File: src/rtl/uart_pkg.sv
// Shared UART definitions: FSM state encoding, parity mode constants and
// a parity helper. Also intended for the future receiver.
package uart_pkg;

    typedef enum logic [2:0] {
        ST_IDLE   = 3'd0,
        ST_REQ    = 3'd1,
        ST_LOAD   = 3'd2,
        ST_START  = 3'd3,
        ST_DATA   = 3'd4,
        ST_PARITY = 3'd5,
        ST_STOP   = 3'd6
    } uart_state_e;

    localparam logic PARITY_EVEN = 1'b0;
    localparam logic PARITY_ODD  = 1'b1;

    // Widest character supported; narrower data is zero-extended, which
    // leaves the XOR parity unchanged.
    localparam int MAX_DATA_BITS = 8;

    // Even parity is the XOR of the data bits; odd parity is its inverse.
    function automatic logic calc_parity(input logic [MAX_DATA_BITS-1:0] data,
                                         input logic                     mode);
        return (^data) ^ mode;
    endfunction

endpackage

File: src/rtl/uart_baud_cnt.sv
// Clocks-per-bit counter. Held at zero while clear is high, otherwise
// counts 0..CLKS_PER_BIT-1 and wraps; bit_done marks the last clock of a bit.
module uart_baud_cnt #(
    parameter int CLKS_PER_BIT = 16
) (
    input  logic clk,
    input  logic rst_n,
    input  logic clear,
    output logic bit_done
);

    localparam int CNT_W = $clog2(CLKS_PER_BIT);
    localparam logic [CNT_W-1:0] LAST_CNT = CNT_W'(CLKS_PER_BIT - 1);

    logic [CNT_W-1:0] cnt_q;
    logic [CNT_W-1:0] cnt_d;

    assign bit_done = !clear && (cnt_q == LAST_CNT);

    // Next count: clear wins, wrap after the last clock of the bit.
    always_comb begin
        cnt_d = cnt_q + CNT_W'(1);
        if (clear || bit_done) begin
            cnt_d = '0;
        end
    end

    // Counter register.
    always_ff @(posedge clk or negedge rst_n) begin
        if (!rst_n) begin
            cnt_q <= '0;
        end else begin
            cnt_q <= cnt_d;
        end
    end

endmodule

File: src/rtl/uart_tx_engine.sv
// UART transmit serializer fed from a byte FIFO. Pops one word per
// character and sends start, LSB-first data, optional parity and stop bits.
module uart_tx_engine #(
    parameter int CLKS_PER_BIT = 16,
    parameter int DATA_BITS    = 8,
    parameter int PARITY_EN    = 0,
    parameter int PARITY_ODD   = 0,
    parameter int STOP_BITS    = 1
) (
    input  logic                 clk,
    input  logic                 rst_n,
    input  logic                 tx_en,
    input  logic                 fifo_empty,
    input  logic [DATA_BITS-1:0] fifo_data,
    output logic                 fifo_rd,
    output logic                 tx,
    output logic                 busy
);

    import uart_pkg::*;

    localparam logic PAR_MODE = (PARITY_ODD != 0) ? uart_pkg::PARITY_ODD : PARITY_EVEN;
    localparam int IDX_W = $clog2(DATA_BITS + 1);
    localparam logic [IDX_W-1:0] LAST_IDX = IDX_W'(DATA_BITS - 1);

    uart_state_e          state_q, state_d;
    logic [DATA_BITS-1:0] shift_q, shift_d;
    logic [IDX_W-1:0]     bit_idx_q, bit_idx_d;
    logic                 parity_q, parity_d;
    logic                 stop_pass_q, stop_pass_d;
    logic                 tx_q, tx_d;
    logic                 baud_clr;
    logic                 bit_done;

    // The baud counter only runs while a bit is on the line, so every
    // character starts its start bit with a fresh count.
    assign baud_clr = (state_q == ST_IDLE) || (state_q == ST_REQ) || (state_q == ST_LOAD);

    uart_baud_cnt #(
        .CLKS_PER_BIT(CLKS_PER_BIT)
    ) u_baud_cnt (
        .clk      (clk),
        .rst_n    (rst_n),
        .clear    (baud_clr),
        .bit_done (bit_done)
    );

    assign fifo_rd = (state_q == ST_REQ);
    assign busy    = (state_q != ST_IDLE);
    assign tx      = tx_q;

    // Next-state, datapath and line-level decode. tx is registered from the
    // current state, so the line trails the state by one clock.
    always_comb begin
        state_d     = state_q;
        shift_d     = shift_q;
        bit_idx_d   = bit_idx_q;
        parity_d    = parity_q;
        stop_pass_d = stop_pass_q;
        tx_d        = 1'b1;
        case (state_q)
            ST_IDLE: begin
                if (tx_en && !fifo_empty) begin
                    state_d = ST_REQ;
                end
            end
            ST_REQ: begin
                state_d = ST_LOAD;
            end
            ST_LOAD: begin
                shift_d     = fifo_data;
                parity_d    = calc_parity(MAX_DATA_BITS'(fifo_data), PAR_MODE);
                bit_idx_d   = '0;
                stop_pass_d = 1'b0;
                state_d     = ST_START;
            end
            ST_START: begin
                tx_d = 1'b0;
                if (bit_done) begin
                    state_d = ST_DATA;
                end
            end
            ST_DATA: begin
                tx_d = shift_q[0];
                if (bit_done) begin
                    shift_d   = shift_q >> 1;
                    bit_idx_d = bit_idx_q + IDX_W'(1);
                    if (bit_idx_q == LAST_IDX) begin
                        state_d = (PARITY_EN != 0) ? ST_PARITY : ST_STOP;
                    end
                end
            end
            ST_PARITY: begin
                tx_d = parity_q;
                if (bit_done) begin
                    state_d = ST_STOP;
                end
            end
            ST_STOP: begin
                tx_d = 1'b1;
                if (bit_done) begin
                    // With two stop bits the counter runs one extra bit period.
                    if ((STOP_BITS == 2) && !stop_pass_q) begin
                        stop_pass_d = 1'b1;
                    end else begin
                        stop_pass_d = 1'b0;
                        state_d     = ST_IDLE;
                    end
                end
            end
            default: begin
                state_d = ST_IDLE;
            end
        endcase
    end

    // State and datapath registers; reset abandons any character in flight.
    always_ff @(posedge clk or negedge rst_n) begin
        if (!rst_n) begin
            state_q     <= ST_IDLE;
            shift_q     <= '0;
            bit_idx_q   <= '0;
            parity_q    <= 1'b0;
            stop_pass_q <= 1'b0;
            tx_q        <= 1'b1;
        end else begin
            state_q     <= state_d;
            shift_q     <= shift_d;
            bit_idx_q   <= bit_idx_d;
            parity_q    <= parity_d;
            stop_pass_q <= stop_pass_d;
            tx_q        <= tx_d;
        end
    end

endmodule

File: config.mk
export PLATFORM = sky130hd
export DESIGN_NAME = uart_tx_engine
export DESIGN_NICKNAME = d
export VERILOG_FILES = /design/src/rtl/uart_pkg.sv /design/src/rtl/uart_baud_cnt.sv /design/src/rtl/uart_tx_engine.sv
export SDC_FILE = /design/constraint.sdc
export NUM_CORES = 1
export LEC_CHECK = 0
export ABC_AREA = 1
export CORE_AREA = 2 2 53 80
export DETAILED_ROUTE_END_ITERATION = 16
export DIE_AREA = 0 0 55 82
export MAX_ROUTING_LAYER = met4
export PLACE_DENSITY = 0.65
export SLEW_MARGIN = 20
export SYNTH_ARGS = -nofsm -noshare
export SYNTH_HDL_FRONTEND = slang
export SYNTH_SLANG_ARGS = --single-unit
File: constraint.sdc
create_clock -name clk -period 1.38 [get_ports clk]
set_input_delay 0.138 -clock clk [delete_from_list [all_inputs] [get_ports clk]]
set_output_delay 0.138 -clock clk [all_outputs]
set_load 0.03 [all_outputs]
# [Yosys cells after proc, flatten, opt, wreduce, memory -nomap -nowiden]
# Index checks and enable logic that the tools add are counted.
[op_classes] n_mux=13 n_reduce_logical=13 n_eq_ne=14 addsub=2
[op_table] op="$pmux 3 s7" count=1
[op_table] op="$mux 3" count=6
[op_table] op="$pmux 8 s2" count=1
[op_table] op="$ne 2x1->1 const B" count=5
[op_table] op="$eq 3x3->1 const B" count=3
[op_table] op="$add 4x1->4 const B" count=2
[op_table] op="$mux 4" count=2
[op_table] op="$mux 8" count=1
[op_table] op="$pmux 4 s2" count=1
[op_table] op="$reduce_xor 8->1" count=1
[op_table] op="$eq 3x2->1 const B" count=2
[op_table] op="$reduce_and 6->1" count=1
[op_table] op="$eq 4x3->1 const B" count=1
[op_table] op="$eq 4x4->1 const B" count=1
[op_table] op="$eq 3x1->1 const B" count=1
[op_table] op="$logic_not 3->1" count=1
[op_table] op="$logic_or 1x1->1" count=3
[op_table] op="$pmux 1 s3" count=1
[op_table] op="$reduce_bool 3->1" count=1
[op_table] op="$logic_and 1x1->1" count=2
[op_table] op="$logic_not 1->1" count=2
[op_table] op="$ne 2x2->1 const B" count=1
[op_table] op="$reduce_and 2->1" count=1
[op_table] op="$reduce_bool 2->1" count=1
[totals] output_inout_bits=3 inputBits=12 register_bits=21 elab_cells=48

# [Logic depth before layout (Yosys ltp)]
# Gate-level depths: netlist (run 1).
[depth] depth_word=7 ltp_mapped=9 depth_no_buf=9

# [Cells and area by module]
# From an unflattened synthesis (run 1), not the netlist that was laid out.
[hier_totals] hier_cells=164 area_unflattened_um2=1276.2
[modules_own_cells] module="uart_tx_engine" cells_each=145 instances=1 area_each_um2=1082.3 seq_area_each_um2=426.7
[modules_own_cells] module="uart_baud_cnt" cells_each=19 instances=1 area_each_um2=193.9 seq_area_each_um2=100.1

# [Worst setup path after synthesis (run 1)]
# No wires, ideal clock.
[synth_path] path_kind="reg2reg" startpoint="register u_baud_cnt.cnt_q[0]" endpoint="register bit_idx_q[3]" path_stages_with_launch=9 slack_ns=-0.010 synth_period_minus_slack_ns=1.390 setup_ns=0.116 n_path_buf=1 arrival_time_ns=1.274 required_time_ns=1.264 path_cell_list="dfrtp_1 > ha_1 > nand3_1 > nor2_8 > nor2_8 > inv_6 > buf_12 > nand2_1 > nand2_1"
[synth_via] elab_chain_cells=4
[synth_lines] item="start: declaration" line="uart_baud_cnt.sv:15" source="logic [CNT_W-1:0] cnt_q;"
[synth_lines] item="start signal: assignment" line="uart_baud_cnt.sv:33" source="cnt_q <= cnt_d;"
[synth_lines] item="$eq 4x4->1" line="uart_baud_cnt.sv:18" source="assign bit_done = !clear && (cnt_q == LAST_CNT);"
[synth_lines] item="$logic_and 1x1->1" line="uart_baud_cnt.sv:18"
[synth_lines] item="$ne 2x1->1 (no line)"
[synth_lines] item="$reduce_and 2->1 (no line)"
[synth_lines] item="end signal: assignment" line="uart_tx_engine.sv:129" source="bit_idx_q <= bit_idx_d;"
[synth_lines] item="end: declaration" line="uart_tx_engine.sv:28" source="logic [IDX_W-1:0] bit_idx_q, bit_idx_d;"
# No other way between the ends.
# A chain may end at the register's enable or synchronous reset.

# [Worst setup path after layout (run 1)]
[layout_path] startpoint="register state_q[1]" endpoint="output fifo_rd"
[layout_via] elab_chain_cells=1
[layout_lines] item="start: declaration" line="uart_tx_engine.sv:26" source="uart_state_e state_q, state_d;"
[layout_lines] item="start signal: assignment" line="uart_tx_engine.sv:127" source="state_q <= state_d;"
[layout_lines] item="$eq 3x1->1" line="uart_tx_engine.sv:48" source="assign fifo_rd = (state_q == ST_REQ);"
[layout_lines] item="end: declaration" line="uart_tx_engine.sv:15" source="output logic fifo_rd,"
# No other way between the ends.

==> results.yml, run 1 <==
timing:
  setup_viol: 0
  fmax_mhz: 751
  grt_setup_unrepaired: "true"
  skew_ps: 8.13
  worst_pin_slew_ps: 325
  slew_headroom_pct: 78.1
  period_needed_ps: 1330
  slew_viol_final: 0
  hold_viol: 0
  final_min_period_over_clock_period_pct: 96.5
synth:
  synth_most_common_cell: "nand2_1"
  synth_cells: 166
  synth-seq-cells: 21
  synth_edf_count: 0
  yosysWarningCount: 0
  synth_commonest_cells: "nand2_1 (55), inv_1 (23), dfrtp_1 (20)"
  synth_area_mm2: 0.00130
  yosysUniqueCellTypes: 26
  synth_ff_type: "dfrtp_1"
  synth_nets: 180
  async_reset_ff_share_pct: 100
  synth.area.top_cells: "dfrtp_1 (38%), nand2_1 (16%), inv_1 (6.6%)"
  yosysSeqAreaShare_pct: 40.4
  avgSynthCellArea_um2: 7.85
  synth.top_cell.area_share_pct: 38.4
  yosysTopAreaCell: "dfrtp_1"
drt:
  wl_per_cell_um: 9.99
  first_pass_iters: 5
  drt_iter0_markers: 19
  drt-total-wl_um: 2320
  avgViaCountPerCell: 4.50
  route.vias.total: 1045
  ant_nets: 0
  drc: 0
finish:
  multi_input_area_um2: 676
  nNetsFinal: 202
  layout-drive-gt1-share_pct: 23.5
  regArea_um2: 529
  syn_to_final_growth_pct: 22.1
  final_core_util_pct: 41.3
  fillers: 401
  diodes: 0
power_and_ir_drop:
  combPwrFrac_pct: 50.8
  p_leak_nw: 0.815
  powerDensity_mw_per_mm2: 1780
  switchingPower_mw: 1.21
  sequentialPowerShare_pct: 35.0
  power.share.clock_pct: 14.2
  swShare_pct: 42.8
  internal_power_mw: 1.62
  irDropWorstVdd_uv: 802
  power_mw: 2.82
die:
  dieWidth_um: 55
  die_h_um: 82
  dieArea_mm2: 0.00451
  io_pins: 15
  core_area_mm2: 0.00385
  start_util_pct: 33.8
  core.rowCount: 28
clock_tree:
  clock_latency_ps: 260
  cts_root_buf: "clkbuf_8"
  cts_buffer_depth: 2
  clk_pin_slew_ps: 80
  htree_levels: 1
  cts_hold_buf: 0
  cts_tree: "built"
  cts.sinks: 21
  numCtsBuffers: 3
placed_design:
  gp_congestion: 0.769
  portBuffers: 14
  place_hpwl_um: 1800
global_route:
  grt_pass1_wl_um: 4340
  grtUsageTotal_pct: 13.3
  grt_max_degree: 22
  antenna_found_initial: 0
  gr-total-overflow: 0
  grt_pass1_vias: 1047
flow_run:
  maxCapViolCount: 0
critical_path:
  ff2ff_setup_slack_ps: 60
  critPathLaunchType: "flip-flop"
  cp.arrival_ps: 1190
  worstPathRequired_ps: 1240
  worstSetupEndpointType: "output pin"
  path_class: "flip-flop to output pin"
  worstPathMaxFanout: 5
outcome:
  status: "completed"
worst_hold_path:
  hold_path_class: "input pin to asynchronous set/reset pin"
[critical path, cell delays in order, from the launching register on]
cell     delay [ps]
dfrtp_1         480
inv_1           120
nand3_1         120
inv_1            50
buf_4           160
[layer usage]
metal	vias up	share of wire [%]	global-route usage, %
met1	467	45	16.2
li1	557	-	-
met5	-	0	-
met2	17	50	20.8
met3	4	3.3	2.55
met4	0	1.7	6.34
[final cells by class]
class                           instances  share of cell area [%]
Multi-Input combinational cell        117                    42.5
Sequential cell                        21                    33.3
Timing Repair Buffer                   20                    11.3
Inverter                               25                    6.53
Tap cell                               45                    3.54
Clock buffer                            3                    2.60
Clock inverter                          1                   0.315
[state kept, by name (all words and copies together), names as in the netlist]
| signal | cells |
|---|---|
| shift_q | 8 |
| bit_idx_q | 4 |
| state_q | 3 |
| parity_q | 1 |
| tx | 1 |
| u_baud_cnt.cnt_q | 4 |
[cells in the final DEF, fill, tap and decap left out, types with 7 or more instances in the layout]
cell             Yosys  routed
buf_4                0       8
clkdlybuf4s50_1      0      11
dfrtp_1             20      18
inv_1               23      22
nand2_1             55      51
nand2_2              3       7
nand3_1             10       9
nor2_1              11      11
o21ai_0             10       9
o21ai_2              7       7
[per-stage QoR]
step	hold WS [ps]	cells	worst slack [ps]	setup TNS, ps	area [µm²]
final	215	232	48.6	0	1590
after global routing	241	232	-20.5	-35.0	1590
after CTS	222	232	3.82	0	1550
after detailed placement	449	228	12.0	0	1510
after global placement	440	228	36.9	0	1510
after floorplan	-158	166	19.4	0	1310
[power by group through the flow]
stage | sequential (mW) | combinational (mW) | clock, mW
2_1_floorplan | 0.951 | 1.11 | 0
3_3_place_gp | 0.968 | 1.39 | 0
3_5_place_dp | 0.975 | 1.40 | 0
4_1_cts | 0.961 | 1.40 | 0.413
5_1_grt | 1.01 | 1.64 | 0.435
6_report | 0.989 | 1.43 | 0.402
[cell families (layout without fill, tap and decap cells)]
| family | Yosys count | in the layout | share of synthesized area, % |
|---|---|---|---|
| AOI/OAI and AO/OA | 23 | 23 | 12.7 |
| xor gates and xnor gates | 5 | 5 | 3.36 |
| buffers and inverters | 28 | 49 | 10.6 |
| and+or+nand+nor | 87 | 87 | 31.0 |
| adders and majority gates | 2 | 2 | 1.92 |
| DFF | 21 | 21 | 40.4 |
[worst paths after layout]
check,cells after the start,from,to
min in group clk,1,u_baud_cnt.cnt_q[0],u_baud_cnt.cnt_q[0]
min reg2reg,1,u_baud_cnt.cnt_q[0],u_baud_cnt.cnt_q[0]
max in group asynchronous,2,rst_n,tx
min,2,rst_n,shift_q[6]
max,4,state_q[1],fifo_rd
max reg2reg,7,u_baud_cnt.cnt_q[0],bit_idx_q[2]
[what timing repair did]
action,CTS,global route
setup buffers,0,0
gates resized for setup,2,13
pin swaps,0,2
setup endpoints to repair,2,15
(Power assumes the default switching activity.)
==> run 2: changes to the inputs <==
--- a/config.mk
+++ b/config.mk
@@ -6,11 +6,11 @@
 export NUM_CORES = 1
 export LEC_CHECK = 0
 export ABC_AREA = 1
-export CORE_AREA = 2 2 53 80
+export CORE_AREA = 2 2 65 67
 export DETAILED_ROUTE_END_ITERATION = 16
-export DIE_AREA = 0 0 55 82
+export DIE_AREA = 0 0 67 69
 export MAX_ROUTING_LAYER = met4
-export PLACE_DENSITY = 0.65
+export PLACE_DENSITY = 0.64
 export SLEW_MARGIN = 20
 export SYNTH_ARGS = -nofsm -noshare
 export SYNTH_HDL_FRONTEND = slang
==> results.yml, run 2 (synthesis gave the netlist of run 1 again) <==
finish:
  largest_reg_flops: 8
  instances_no_fill: 243
  final_cell_mix: "nand2_1 (53), inv_1 (21), dfrtp_1 (19)"
  reg.largest.list: "shift_q: 8 flops, bit_idx_q: 4 flops, u_baud_cnt.cnt_q: 4 flops"
  final_common_cell: "nand2_1"
  layout-drive-gt1-share_pct: 25.9
  diodes: 0
  nNetsFinal: 208
  syn_to_final_growth_pct: 26.2
  top_register: "shift_q"
  stdcell_area_mm2: 0.00164
  final_core_util_pct: 42.0
timing:
  skew_ps: 6.72
  fmax_mhz: 755
  hold_viol: 0
  setup_viol: 0
  hold_ws_ps: 216
  final_min_period_over_clock_period_pct: 96.0
  finalSetupTns_ps: 0
  period_needed_ps: 1320
  slew_headroom_pct: 80.3
  worst_slack_ps: 55.3
  worst_pin_slew_ps: 296
  slew_viol_final: 0
global_route:
  grt_pass1_wl_um: 3960
  gr-total-overflow: 0
  grtUsageTotal_pct: 11.6
  grt_pass1_vias: 903
  antenna_found_initial: 0
  grt_max_degree: 22
power_and_ir_drop:
  internal_power_mw: 1.68
  sequentialPowerShare_pct: 33.1
  combPwrFrac_pct: 53.0
  irDropWorstVdd_uv: 557
  powerDensity_mw_per_mm2: 1760
  p_leak_nw: 0.841
  power.share.clock_pct: 13.9
  power_mw: 2.89
  switchingPower_mw: 1.21
  swShare_pct: 41.9
die:
  start_util_pct: 33.3
  dieArea_mm2: 0.00462
  io_pins: 15
  core.rowCount: 23
  core_area_mm2: 0.00391
  dieWidth_um: 67
  die_h_um: 69
clock_tree:
  cts_hold_buf: 0
  htree_levels: 1
  cts_buffer_depth: 2
  numCtsBuffers: 3
  cts_tree: "built"
  cts.sinks: 21
  clk_pin_slew_ps: 80
  clock_latency_ps: 260
  cts_root_buf: "clkbuf_8"
critical_path:
  cp.arrival_ps: 1190
  worstPathRequired_ps: 1240
  r2r_cells: 6
  worstSetupEndpointType: "output pin"
  worstPathMaxFanout: 3
  critPathLaunchType: "flip-flop"
  path_class: "flip-flop to output pin"
placed_design:
  gp_congestion: 0.780
  portBuffers: 14
  place_inst: 237
  post-place-ws_ps: 23.4
  post_dp_cell_area_mm2: 0.00155
  place_hpwl_um: 1780
drt:
  drt-total-wl_um: 2340
  ant_nets: 0
  route.vias.total: 1039
  drc: 0
  avgViaCountPerCell: 4.28
  wl_per_cell_um: 9.63
  first_pass_iters: 4
  drt_iter0_markers: 52
flow_run:
  maxCapViolCount: 0
worst_hold_path:
  hold_path_class: "input pin to asynchronous set/reset pin"
outcome:
  status: "completed"
==> run 2: changes by cell type in the layout (fill, tap and decap cells not counted), moves of 2 or more <==
cell / delta
buf_4: +5
nand2_1: +2
nand2_2: -2
nor2_2: +2
nor2_1: -2
==> run 2: critical path, stage by stage (launching register included) <==
cell     delay, ps
dfrtp_1        430
inv_2           70
buf_4          120
nand3_2         90
inv_1           60
buf_4          150
==> run 2: worst paths after layout <==
| path | startpoint | to | slack (ps) |
|---|---|---|---|
| min in group clk | u_baud_cnt.cnt_q[0] | u_baud_cnt.cnt_q[0] | 460 |
| setup / recovery | state_q[1] | fifo_rd | 60 |
| setup reg to reg | state_q[0] | shift_q[6] | 90 |
| hold / removal | rst_n | state_q[1] | 220 |
| hold reg to reg | u_baud_cnt.cnt_q[0] | u_baud_cnt.cnt_q[0] | 460 |
| max in group asynchronous | rst_n | tx | 880 |
==> run 2: cell type report <==
class,count,area (µm²)
multi-input cells,117,681
inverters,25,106
well taps,50,62.6
fillers,429,2270
clock buffers,4,45.0
repair buffers,26,221
flip-flops and latches,21,528
==> run 2: per-layer routing <==
| layer | GRT usage (%) | share of wire [%] | vias to the layer above | routed length, µm |
|---|---|---|---|---|
| li1 | - | - | 569 | - |
| met1 | 15.9 | 48 | 448 | 1120 |
| met2 | 15.5 | 46 | 18 | 1070 |
| met3 | 2.45 | 3.8 | 4 | 88 |
| met4 | 6.80 | 2.4 | 0 | 57 |
| met5 | - | 0 | - | 0 |
==> run 2: repair_timing <==
item | 4_1_cts | 5_1_grt
pin swaps | 0 | 5
buffers inserted | 0 | 2
gates resized for setup | 5 | 17
endpoints found under the setup margin | 3 | 14
==> run 2: power groups by stage <==
stage	clock network [mW]	registers, mW	logic [mW]
after floorplan	0	0.951	1.11
after global placement	0	0.940	1.50
after detailed placement	0	0.948	1.50
after CTS	0.416	0.936	1.50
after global routing	0.448	0.977	1.72
final	0.403	0.956	1.53
